## config.mk

```make
export PLATFORM = sky130hd
export DESIGN_NAME = serial_adder_flat
export DESIGN_NICKNAME = d
export VERILOG_FILES = /design/src/rtl/serial_adder_pkg.sv /design/src/rtl/serial_adder_if.sv /design/src/rtl/serial_adder_fa_cell.sv /design/src/rtl/serial_adder.sv /design/src/flat_wrapper.sv
export SDC_FILE = /design/constraint.sdc
export NUM_CORES = 1
export LEC_CHECK = 0
export BUFFER_PORTS_ARGS = -buffer_cell sky130_fd_sc_hd__buf_4
export CORE_MARGIN = 2
export CORE_UTILIZATION = 50
export DETAILED_ROUTE_END_ITERATION = 16
export PLACE_DENSITY = 0.8
export SLEW_MARGIN = 20
export SYNTH_ARGS = -nofsm -noshare
export SYNTH_HDL_FRONTEND = slang
export SYNTH_SLANG_ARGS = --single-unit
export TNS_END_PERCENT = 50
```

## constraint.sdc

```tcl
create_clock -name clk -period 1.65 [get_ports clk]
set_input_delay 0.0825 -clock clk [delete_from_list [all_inputs] [get_ports clk]]
set_output_delay 0.0825 -clock clk [all_outputs]
set_load 0.01 [all_outputs]
```

## src/rtl/serial_adder_pkg.sv

```systemverilog
`default_nettype none
// ============================================================================
// Module   : adder_pkg
// Brief    : Shared state encodings and mode constants for the serial adder.
// Revision : 1.0
// ============================================================================
package adder_pkg;

    typedef enum logic [1:0] {
        ST_IDLE = 2'd0,
        ST_RUN  = 2'd1,
        ST_DONE = 2'd2
    } state_t;

    localparam logic MODE_ADD = 1'b0;
    localparam logic MODE_SUB = 1'b1;

endpackage
`default_nettype wire

```

## src/rtl/serial_adder_if.sv

```systemverilog
`default_nettype none
// ============================================================================
// Module   : serial_adder_if
// Brief    : Start/busy/done operation bus between a requester and the adder.
// Revision : 1.0
// ============================================================================
interface serial_adder_if #(
    parameter int WIDTH = 8
);
    logic             start;
    logic             sub;
    logic [WIDTH-1:0] a;
    logic [WIDTH-1:0] b;
    logic             cin;
    logic             busy;
    logic             done;
    logic [WIDTH-1:0] sum;
    logic             cout;

    modport master (
        output start, sub, a, b, cin,
        input  busy, done, sum, cout
    );

    modport slave (
        input  start, sub, a, b, cin,
        output busy, done, sum, cout
    );
endinterface
`default_nettype wire

```

## src/rtl/serial_adder_fa_cell.sv

```systemverilog
`default_nettype none
// ============================================================================
// Module   : fa_cell
// Brief    : Combinational 1-bit full adder.
// Revision : 1.0
// ============================================================================
module fa_cell (
    input  wire logic x,
    input  wire logic y,
    input  wire logic ci,
    output logic      s,
    output logic      co
);
    logic w_p;

    assign w_p = x ^ y;
    assign s   = w_p ^ ci;
    assign co  = (x & y) | (ci & w_p);
endmodule
`default_nettype wire

```

## src/rtl/serial_adder.sv

```systemverilog
`default_nettype none
// ============================================================================
// Module   : serial_adder
// Brief    : Bit-serial add/subtract, LSB-first, one bit per clock.
// Revision : 1.0
// ============================================================================
module serial_adder
    import adder_pkg::*;
#(
    parameter int WIDTH = 8
) (
    input  wire logic     clk,
    input  wire logic     rst,
    serial_adder_if.slave bus
);
    localparam int CNT_W = $clog2(WIDTH + 1);

    state_t           r_state;
    state_t           w_state_nxt;
    logic [WIDTH-1:0] r_a_sr;
    logic [WIDTH-1:0] r_b_sr;
    logic [WIDTH-1:0] r_res_sr;
    logic [WIDTH-1:0] r_sum;
    logic [CNT_W-1:0] r_count;
    logic             r_carry;
    logic             r_mode;
    logic             r_cout;

    logic             w_s;
    logic             w_co;
    logic             w_accept;
    logic             w_last;
    logic [WIDTH-1:0] w_res_nxt;

    fa_cell u_fa (
        .x  (r_a_sr[0]),
        .y  (r_b_sr[0]),
        .ci (r_carry),
        .s  (w_s),
        .co (w_co)
    );

    assign w_accept  = bus.start && ((r_state == ST_IDLE) || (r_state == ST_DONE));
    assign w_last    = (r_count == CNT_W'(WIDTH - 1));
    // New bit enters at the MSB; the concatenation keeps this legal for WIDTH=1.
    assign w_res_nxt = WIDTH'({w_s, r_res_sr} >> 1);

    always_ff @(posedge clk) begin
        if (rst) begin
            r_state <= ST_IDLE;
        end else begin
            r_state <= w_state_nxt;
        end
    end

    always_comb begin
        w_state_nxt = r_state;
        case (r_state)
            ST_IDLE: if (bus.start) w_state_nxt = ST_RUN;
            ST_RUN:  if (w_last)    w_state_nxt = ST_DONE;
            ST_DONE: w_state_nxt = bus.start ? ST_RUN : ST_IDLE;
            default: w_state_nxt = ST_IDLE;
        endcase
    end

    always_ff @(posedge clk) begin
        if (rst) begin
            r_a_sr   <= '0;
            r_b_sr   <= '0;
            r_res_sr <= '0;
            r_sum    <= '0;
            r_count  <= '0;
            r_carry  <= 1'b0;
            r_mode   <= MODE_ADD;
            r_cout   <= 1'b0;
        end else if (w_accept) begin
            // Subtraction is a + ~b + ~borrow; the borrow-out is the inverted carry.
            r_a_sr  <= bus.a;
            r_b_sr  <= bus.sub ? ~bus.b : bus.b;
            r_carry <= bus.sub ? ~bus.cin : bus.cin;
            r_mode  <= bus.sub ? MODE_SUB : MODE_ADD;
            r_count <= '0;
        end else if (r_state == ST_RUN) begin
            r_res_sr <= w_res_nxt;
            r_a_sr   <= r_a_sr >> 1;
            r_b_sr   <= r_b_sr >> 1;
            r_carry  <= w_co;
            r_count  <= r_count + CNT_W'(1);
            if (w_last) begin
                r_sum  <= w_res_nxt;
                r_cout <= (r_mode == MODE_SUB) ? ~w_co : w_co;
            end
        end
    end

    assign bus.busy = (r_state == ST_RUN);
    assign bus.done = (r_state == ST_DONE);
    assign bus.sum  = r_sum;
    assign bus.cout = r_cout;
endmodule
`default_nettype wire

```

## src/flat_wrapper.sv

```systemverilog
// flat-port wrapper written by rule: the top's interface ports become plain ports
module serial_adder_flat import adder_pkg::*;
#(
    parameter int WIDTH = 8
)
  (clk, rst, bus_start, bus_sub, bus_a, bus_b, bus_cin, bus_busy, bus_done, bus_sum, bus_cout);
  serial_adder_if #(.WIDTH(WIDTH)) bus_i ();
  input  wire logic clk;
  input  wire logic rst;
  input wire logic [$bits(bus_i.start)-1:0] bus_start;
  input wire logic [$bits(bus_i.sub)-1:0] bus_sub;
  input wire logic [$bits(bus_i.a)-1:0] bus_a;
  input wire logic [$bits(bus_i.b)-1:0] bus_b;
  input wire logic [$bits(bus_i.cin)-1:0] bus_cin;
  output wire logic [$bits(bus_i.busy)-1:0] bus_busy;
  output wire logic [$bits(bus_i.done)-1:0] bus_done;
  output wire logic [$bits(bus_i.sum)-1:0] bus_sum;
  output wire logic [$bits(bus_i.cout)-1:0] bus_cout;
  assign bus_i.start = bus_start;
  assign bus_i.sub = bus_sub;
  assign bus_i.a = bus_a;
  assign bus_i.b = bus_b;
  assign bus_i.cin = bus_cin;
  assign bus_busy = bus_i.busy;
  assign bus_done = bus_i.done;
  assign bus_sum = bus_i.sum;
  assign bus_cout = bus_i.cout;
  serial_adder #(.WIDTH(WIDTH)) u_core (.clk(clk), .rst(rst), .bus(bus_i));
endmodule
```

==> Implementation_results.wiki, run 1 <==
{| class="wikitable"
! Metric !! Value
|-
| Final period utilization || slightly above 90%
|-
| Sort of element at the end of the critical path || output pin
|-
| Number of warnings printed during yosys synthesis || 0
|-
| Worst-Skew Late Latency || 0.34 ns
|-
| Number of instances in the synthesized netlist || 193
|-
| Total non-filler cell area in the finished layout || roughly 2000 um2
|-
| CTS Buffer Depth || 2
|-
| Port Buf Inserts || 31
|-
| Signal arrival time at the worst endpoint || 1.42 ns
|-
| Synth top area cells || dfxtp_1 (48%), a21oi_1 (7.5%), nor3_1 (6.0%), xor2_1 (5.3%), nand2_1 (5.0%)
|-
| Worst Reg2Reg Path Length in Cells || 4
|-
| Final Worst Setup Slack || ~0.15 ns
|-
| Row Count || 20
|-
| Post-detailed-route count of antenna-violating nets || 0
|-
| Maximum fanout along the worst path || 14
|-
| Final critical delay including setup and external delays || 1.501 ns
|-
| Global placer's final weighted congestion || 0.7170
|-
| Worst hold path cell count || 4
|-
| TritonCTS clock tree || built
|-
| Fill cell count || 299
|-
| Max Transition Viols Final || 0
|-
| Endpoint with the worst hold slack || u_core.r_b_sr[7]
|-
| Wire length after detailed routing || 3.349 mm
|-
| Reg-to-Reg End || u_core.bus.cout
|-
| Cell accounting for the most synthesized area || dfxtp_1
|-
| Leftover overflow at the end of global routing || 0
|-
| Number of levels in the clock H-tree || 2
|-
| Die Area || about 3800 um2
|-
| Half-perimeter wire length after placement || 2.240 mm
|-
| # diodes || 0
|-
| Unique cell type count in the Yosys netlist || 26
|-
| Critical Setup Path Class || register to output pin
|-
| Reg2Reg Setup Slack || roughly 0.21 ns
|-
| Number of antenna violations at the first check in global routing || 0
|-
| Horizontal extent of the die || 61.58 um
|-
| Layout area overhead || 19.85%
|-
| Synthesized area per cell || about 8.6 um2
|-
| Sequential fraction of the synthesis area || between 40% and 50%
|-
| Total iterations of the first detailed-routing run || 4
|-
| TNS Setup || 0 ns
|-
| Reg2reg start || u_core.r_count[0]
|-
| Drc violations || 0
|-
| Power density relative to cell area || just under 900 nW/um2
|-
| Synth top area share || approximately half
|-
| Unrepaired setup endpoints after global routing || false
|-
| Number of register bits inferred by synthesis || 40
|-
| Maximum resistive drop on vdd || between 0.5 and 0.6 mV
|-
| TritonCTS buffer count || 5
|-
| Global-route wire length before repair || 5.920 mm
|-
| Layout cells sized above 1 || 20.27%
|-
| Final net count || 245
|-
| Total cell area at the placement stage || 1928 um2
|-
| Worst slack after detailed placement || ~0.23 ns
|-
| Slew at the pin closest to its max-slew limit || 0.4003 ns
|-
| Outcome || finished clean
|-
| Launch point of the worst hold path || bus_b[7]
|-
| Max frequency || 666.2 MHz
|-
| Min-delay worst type || input pin to register
|-
| Vias per inst || 5.451
|-
| Via Count || between 1000 and 1500
|-
| Starting Density || 53.43%
|-
| Number of nets produced by synthesis || about 220
|-
| Vertical die dimension || ~62 um
|-
| Count of endpoints failing hold in the final timing report || 0
|-
| Clock Sink Count || 40
|-
| Placeable core region || 3103 um2
|-
| Number of maximum-capacitance constraint violations || 0
|-
| Fin Clk Skew || just over 0.01 ns
|-
| Start point of the critical path || u_core.r_state[1]
|-
| Max_slew headroom || 73.32%
|-
| CTS root buffer || clkbuf_4
|-
| Mapped Area || between 1500 and 2000 um2
|-
| Clock input transition at the sequential cells of the worst setup and hold paths || 0.11 ns
|-
| Via count of the first global-routing pass || 1325
|-
| Data required time at the worst endpoint || between 1.5 and 2 ns
|-
| Kind of start point of the critical path || register
|-
| Global routing usage summed across all routing layers || 21.08%
|-
| Largest net degree at the start of global routing || 41
|-
| Cell leakage power || 0.7599 nW
|-
| Number of endpoints failing setup at the final stage || 0
|-
| Io pins || 32
|-
| Drt first-iter violations || 60
|-
| Routed WL per cell || 12.59 um
|-
| Post-CTS setup buffer count || 0
|}
==> cell usage in the layout (no fill, tap or decap) <==
master,instances
fa_1,1
inv_4,1
nor3_1,20
clkbuf_1,1
nand3_1,16
a211oi_1,1
and3b_1,1
clkbuf_4,5
o22ai_1,8
a22oi_1,5
a311oi_1,3
a21oi_1,25
ha_1,1
dlygate4sd3_1,1
xnor2_1,2
clkinv_2,1
mux2i_1,1
dfxtp_1,40
nor2_1,3
nand2_1,22
nand2b_1,2
o21ai_0,9
nand3b_1,2
buf_4,37
or3_1,1
buf_12,1
and2b_1,2
xor2_1,10
==> how the worst max path moves through the flow <==
| stage | end | slack [ns] | depth (start not counted) |
|---|---|---|---|
| finish | bus_busy | 0.15 | 4 |
| floorplan | u_core.bus.cout | 0.45 | 5 |
| detailed placement | u_core.bus.cout | 0.23 | 4 |
| CTS | bus_busy | 0.09 | 4 |
| global placement | u_core.bus.cout | 0.32 | 4 |
| global route | bus_busy | 0.04 | 4 |
==> critical path: stages (launching register included) <==
cell and delay, ns:
dfxtp_1 0.34, nand2b_1 0.22, inv_4 0.16, buf_4 0.21, buf_4 0.14
==> registers in the layout, indices dropped and copies added (netlist names) <==
register	cells
u_core.r_b_sr	8
u_core.r_state	2
u_core.r_carry	1
u_core.bus.sum	8
u_core.r_count	4
u_core.r_mode	1
u_core.bus.cout	1
u_core.r_res_sr	7
u_core.r_a_sr	8
==> per-stage QoR <==
stage                     utilization, %  total power [mW]  instances  hold slack, ns
after floorplan                        -             1.240        193          0.2185
after global placement             62.14             1.327        258          0.3460
after detailed placement           62.14             1.335        258          0.3469
after CTS                          63.95             1.781        266        0.007728
after global routing               64.03             1.871        266       0.0005842
final                              64.03             1.766        266         0.01922
==> cell usage after synthesis <==
cell type  number
ha_1            1
o21ai_0         9
a311oi_1        3
buf_4           1
dfxtp_1        40
inv_2           1
nand3b_1        2
and3b_1         1
mux2i_1         1
buf_6           1
clkbuf_1        9
nand3_1        16
nor2_1          3
fa_1            1
xor2_1         10
a21oi_1        25
nand2b_1        2
a22oi_1         5
o22ai_1         8
a211oi_1        1
nand2_1        22
buf_2           6
and2b_1         2
nor3_1         20
xnor2_1         2
or3_1           1
==> final cells by class <==
| cell class | instances | area, um2 | share of cell area (%) |
|---|---|---|---|
| Multi-Input combinational cell | 135 | 770.7 | 38.79 |
| Sequential cell | 40 | 800.8 | 40.30 |
| Clock inverter | 1 | 5.005 | 0.2519 |
| Timing Repair Buffer | 39 | 307.8 | 15.49 |
| Tap cell | 44 | 55.05 | 2.771 |
| Inverter | 1 | 6.256 | 0.3149 |
| Clock buffer | 6 | 41.29 | 2.078 |
==> report_power, final <==
group	switching [mW]	internal (mW)	total, mW	leakage [nW]
Clock	0.293	0.157	0.450	0.0281
Combinational	0.148	0.127	0.275	0.405
Sequential	0.0286	1.01	1.04	0.326
==> logic make-up after synthesis <==
group | synth area share, %
mux | 0.6038
xor+xnor | 6.340
buf+inv | 5.207
flops | 48.30
fa+ha+maj | 1.962
compound gates | 17.59
simple gates | 20.00
==> per-layer routing <==
layer  vias up  routed length [um]  track usage, %
met4         0                  22           6.383
met3         4                 145           6.723
met1       675                1571           27.55
met2        31                1609           33.38
li1        740                   -               -
met5         -                   0               0
==> what timing repair did <==
action | 4_1_cts | 5_1_grt
gates resized for setup | 0 | 1
hold endpoints to repair | 1 | 0
hold buffers | 1 | 0
endpoints found under the setup margin | 0 | 1
Note: power is estimated with default switching activity, not from simulation.
==> run 2, diff against run 1 <==
--- a/config.mk
+++ b/config.mk
@@ -9,6 +9,8 @@
 export CORE_MARGIN = 2
 export CORE_UTILIZATION = 50
 export DETAILED_ROUTE_END_ITERATION = 16
+export GPL_TIMING_DRIVEN = 0
+export HOLD_SLACK_MARGIN = 0.15
 export PLACE_DENSITY = 0.8
 export SLEW_MARGIN = 20
 export SYNTH_ARGS = -nofsm -noshare
==> Implementation_results.wiki, run 2 (synthesis results as in run 1) <==
{| class="wikitable"
! Metric !! Value
|-
| Max_slew headroom || 65.41% (-7.9 points)
|-
| Final critical delay including setup and external delays || 1.506 ns (+0.005115 ns)
|-
| Data required time at the worst endpoint || 1.57 ns (about the same)
|-
| Power density relative to cell area || 857.7 nW/um2 (-3.5%)
|-
| Final net count || 270 (+10%)
|-
| Clock Sink Count || 40 (unchanged)
|-
| Layout area overhead || 31.17%
|-
| Largest net degree at the start of global routing || 12 (-71%)
|-
| Total iterations of the first detailed-routing run || 4 (unchanged)
|-
| Number of maximum-capacitance constraint violations || 0 (unchanged)
|-
| Global routing usage summed across all routing layers || 23.10% (+2.0 points)
|-
| Via Count || 1557 (+7.4%)
|-
| Number of endpoints failing setup at the final stage || 0 (unchanged)
|-
| TritonCTS buffer count || 5 (unchanged)
|-
| Routed WL per cell || 13.26 um (+5.3%)
|-
| Drc violations || 0 (unchanged)
|-
| Via count of the first global-routing pass || 1494 (+13%)
|-
| Io pins || 32 (unchanged)
|-
| Worst-Skew Late Latency || 0.35 ns (about the same)
|-
| Horizontal extent of the die || 61.58 um (unchanged)
|-
| Final Worst Setup Slack || 0.1439 ns (-0.005115 ns)
|-
| Maximum resistive drop on vdd || 0.5777 mV (+8.7%)
|-
| Placeable core region || 3103 um2 (unchanged)
|-
| Storage element area || 800.8 um2 (unchanged)
|-
| Starting Density || 53.43% (unchanged)
|-
| Half-perimeter wire length after placement || 2.502 mm (+12%)
|-
| Signal arrival time at the worst endpoint || 1.42 ns (about the same)
|-
| TritonCTS clock tree || built
|-
| Reg2reg start || u_core.r_state[0]
|-
| Count of endpoints failing hold in the final timing report || 0 (unchanged)
|-
| Total area of multi-input combinational cells || 770.7 um2 (unchanged)
|-
| Leftover overflow at the end of global routing || 0 (unchanged)
|-
| Kind of start point of the critical path || register
|-
| Slew at the pin closest to its max-slew limit || 0.5188 ns (+0.1185 ns)
|-
| Min-delay worst type || input pin to register
|-
| Wire length after detailed routing || 3.871 mm (+16%)
|-
| Fin Clk Skew || 0.01038 ns (+0.0003092 ns)
|-
| Launch point of the worst hold path || rst
|-
| Unrepaired setup endpoints after global routing || false
|-
| Endpoint with the worst hold slack || u_core.r_a_sr[0]
|-
| TNS Setup || 0 ns (unchanged)
|-
| Clock input transition at the sequential cells of the worst setup and hold paths || 0.12 ns (about the same)
|-
| Reg2Reg Setup Slack || 0.15 ns (-0.06 ns)
|-
| Reg-to-Reg End || u_core.bus.sum[4]
|-
| Number of levels in the clock H-tree || 2 (unchanged)
|-
| Global-route wire length before repair || 6.403 mm (+8.2%)
|-
| CTS root buffer || clkbuf_4
|-
| Vertical die dimension || 61.58 um (unchanged)
|-
| Row Count || 20 (unchanged)
|-
| Sort of element at the end of the critical path || output pin
|-
| Vias per inst || 5.332 (-2.2%)
|-
| Max frequency || 664.0 MHz (-0.34%)
|-
| Fill cell count || 279 (-6.7%)
|-
| Worst Reg2Reg Path Length in Cells || 6 (+2)
|-
| Worst hold path cell count || 2 (-2)
|-
| Final hold slack || 0.1777 ns (+0.1585 ns)
|-
| Post-detailed-route count of antenna-violating nets || 0 (unchanged)
|-
| Global placer's final weighted congestion || 0.7730 (+7.8%)
|-
| CTS Buffer Depth || 2 (unchanged)
|-
| Die Area || 3792 um2 (unchanged)
|-
| Port Buf Inserts || 29 (-6.5%)
|-
| # diodes || 0 (unchanged)
|-
| Critical Setup Path Class || register to output pin
|-
| Layout cells sized above 1 || 17.34% (-2.9 points)
|-
| Final period utilization || 91.28% (+0.31 points)
|-
| Top library cells by usage in the layout, fill and taps aside || dfxtp_1 (40), buf_4 (30), a21oi_1 (25), nand2_1 (22), nor3_1 (20)
|-
| Cell leakage power || 0.8356 nW (+10%)
|-
| Worst slack after detailed placement || 0.3106 ns (+0.08309 ns)
|-
| Number of antenna violations at the first check in global routing || 0 (unchanged)
|-
| Drt first-iter violations || 110 (+83%)
|-
| Most common library cell in the layout ignoring fill and taps || dfxtp_1
|-
| Max Transition Viols Final || 0 (unchanged)
|-
| Maximum fanout along the worst path || 18 (+4)
|-
| Outcome || finished clean
|}
## run 2: critical path, cell delays in order, from the launching register on
cell and delay [ns]:
dfxtp_1 0.42, nand2b_1 0.09, buf_6 0.14, inv_2 0.24
buf_4 0.19
## run 2: worst max path at each step
stage | from | endpoint | cells past startpoint
CTS | u_core.r_state[0] | bus_busy | 5
floorplan | u_core.r_count[0] | u_core.bus.cout | 5
finish | u_core.r_state[0] | bus_busy | 4
detailed placement | u_core.r_count[0] | u_core.bus.cout | 5
global placement | u_core.r_count[0] | u_core.bus.cout | 5
global route | u_core.r_state[0] | u_core.bus.sum[2] | 6
## run 2: timing repair
action                                  CTS  global route
buffers inserted                          0             0
endpoints found under the setup margin    0             1
hold buffers                             19             0
resized for setup                         0             0
endpoints found under the hold margin    19             0
## run 2: power breakdown
| group | total (mW) | leakage, nW | switching (mW) | internal (mW) |
|---|---|---|---|---|
| Clock | 0.518 | 0.0326 | 0.308 | 0.211 |
| Sequential | 1.04 | 0.326 | 0.0302 | 1.01 |
| Combinational | 0.304 | 0.477 | 0.159 | 0.145 |
## run 2: metal layers
metal  up-vias  global-route usage, %  wire (um)
li1        793                      -          -
met1       727                  28.68       1774
met2        31                  37.59       1905
met3         6                  4.202        130
met4         0                  13.07         61
met5         -                      0          0
## run 2: layout make-up
cell class | count | share of cell area, %
repair buffers | 48 | 18.76
multi-input cells | 135 | 35.44
clock buffers | 8 | 2.704
inverters | 1 | 0.1726
well taps | 44 | 2.532
flip-flops and latches | 40 | 36.82
plain buffers | 16 | 3.567
## run 2: stage by stage
stage | cells | power, mW | instance area (um2) | utilization, %
after CTS | 293 | 1.864 | 2180 | 70.24
after global routing | 292 | 1.939 | 2175 | 70.08
after floorplan | 193 | 1.240 | 1658 | -
after detailed placement | 266 | 1.331 | 1931 | 62.22
after global placement | 266 | 1.326 | 1931 | 62.22
final | 292 | 1.865 | 2175 | 70.08
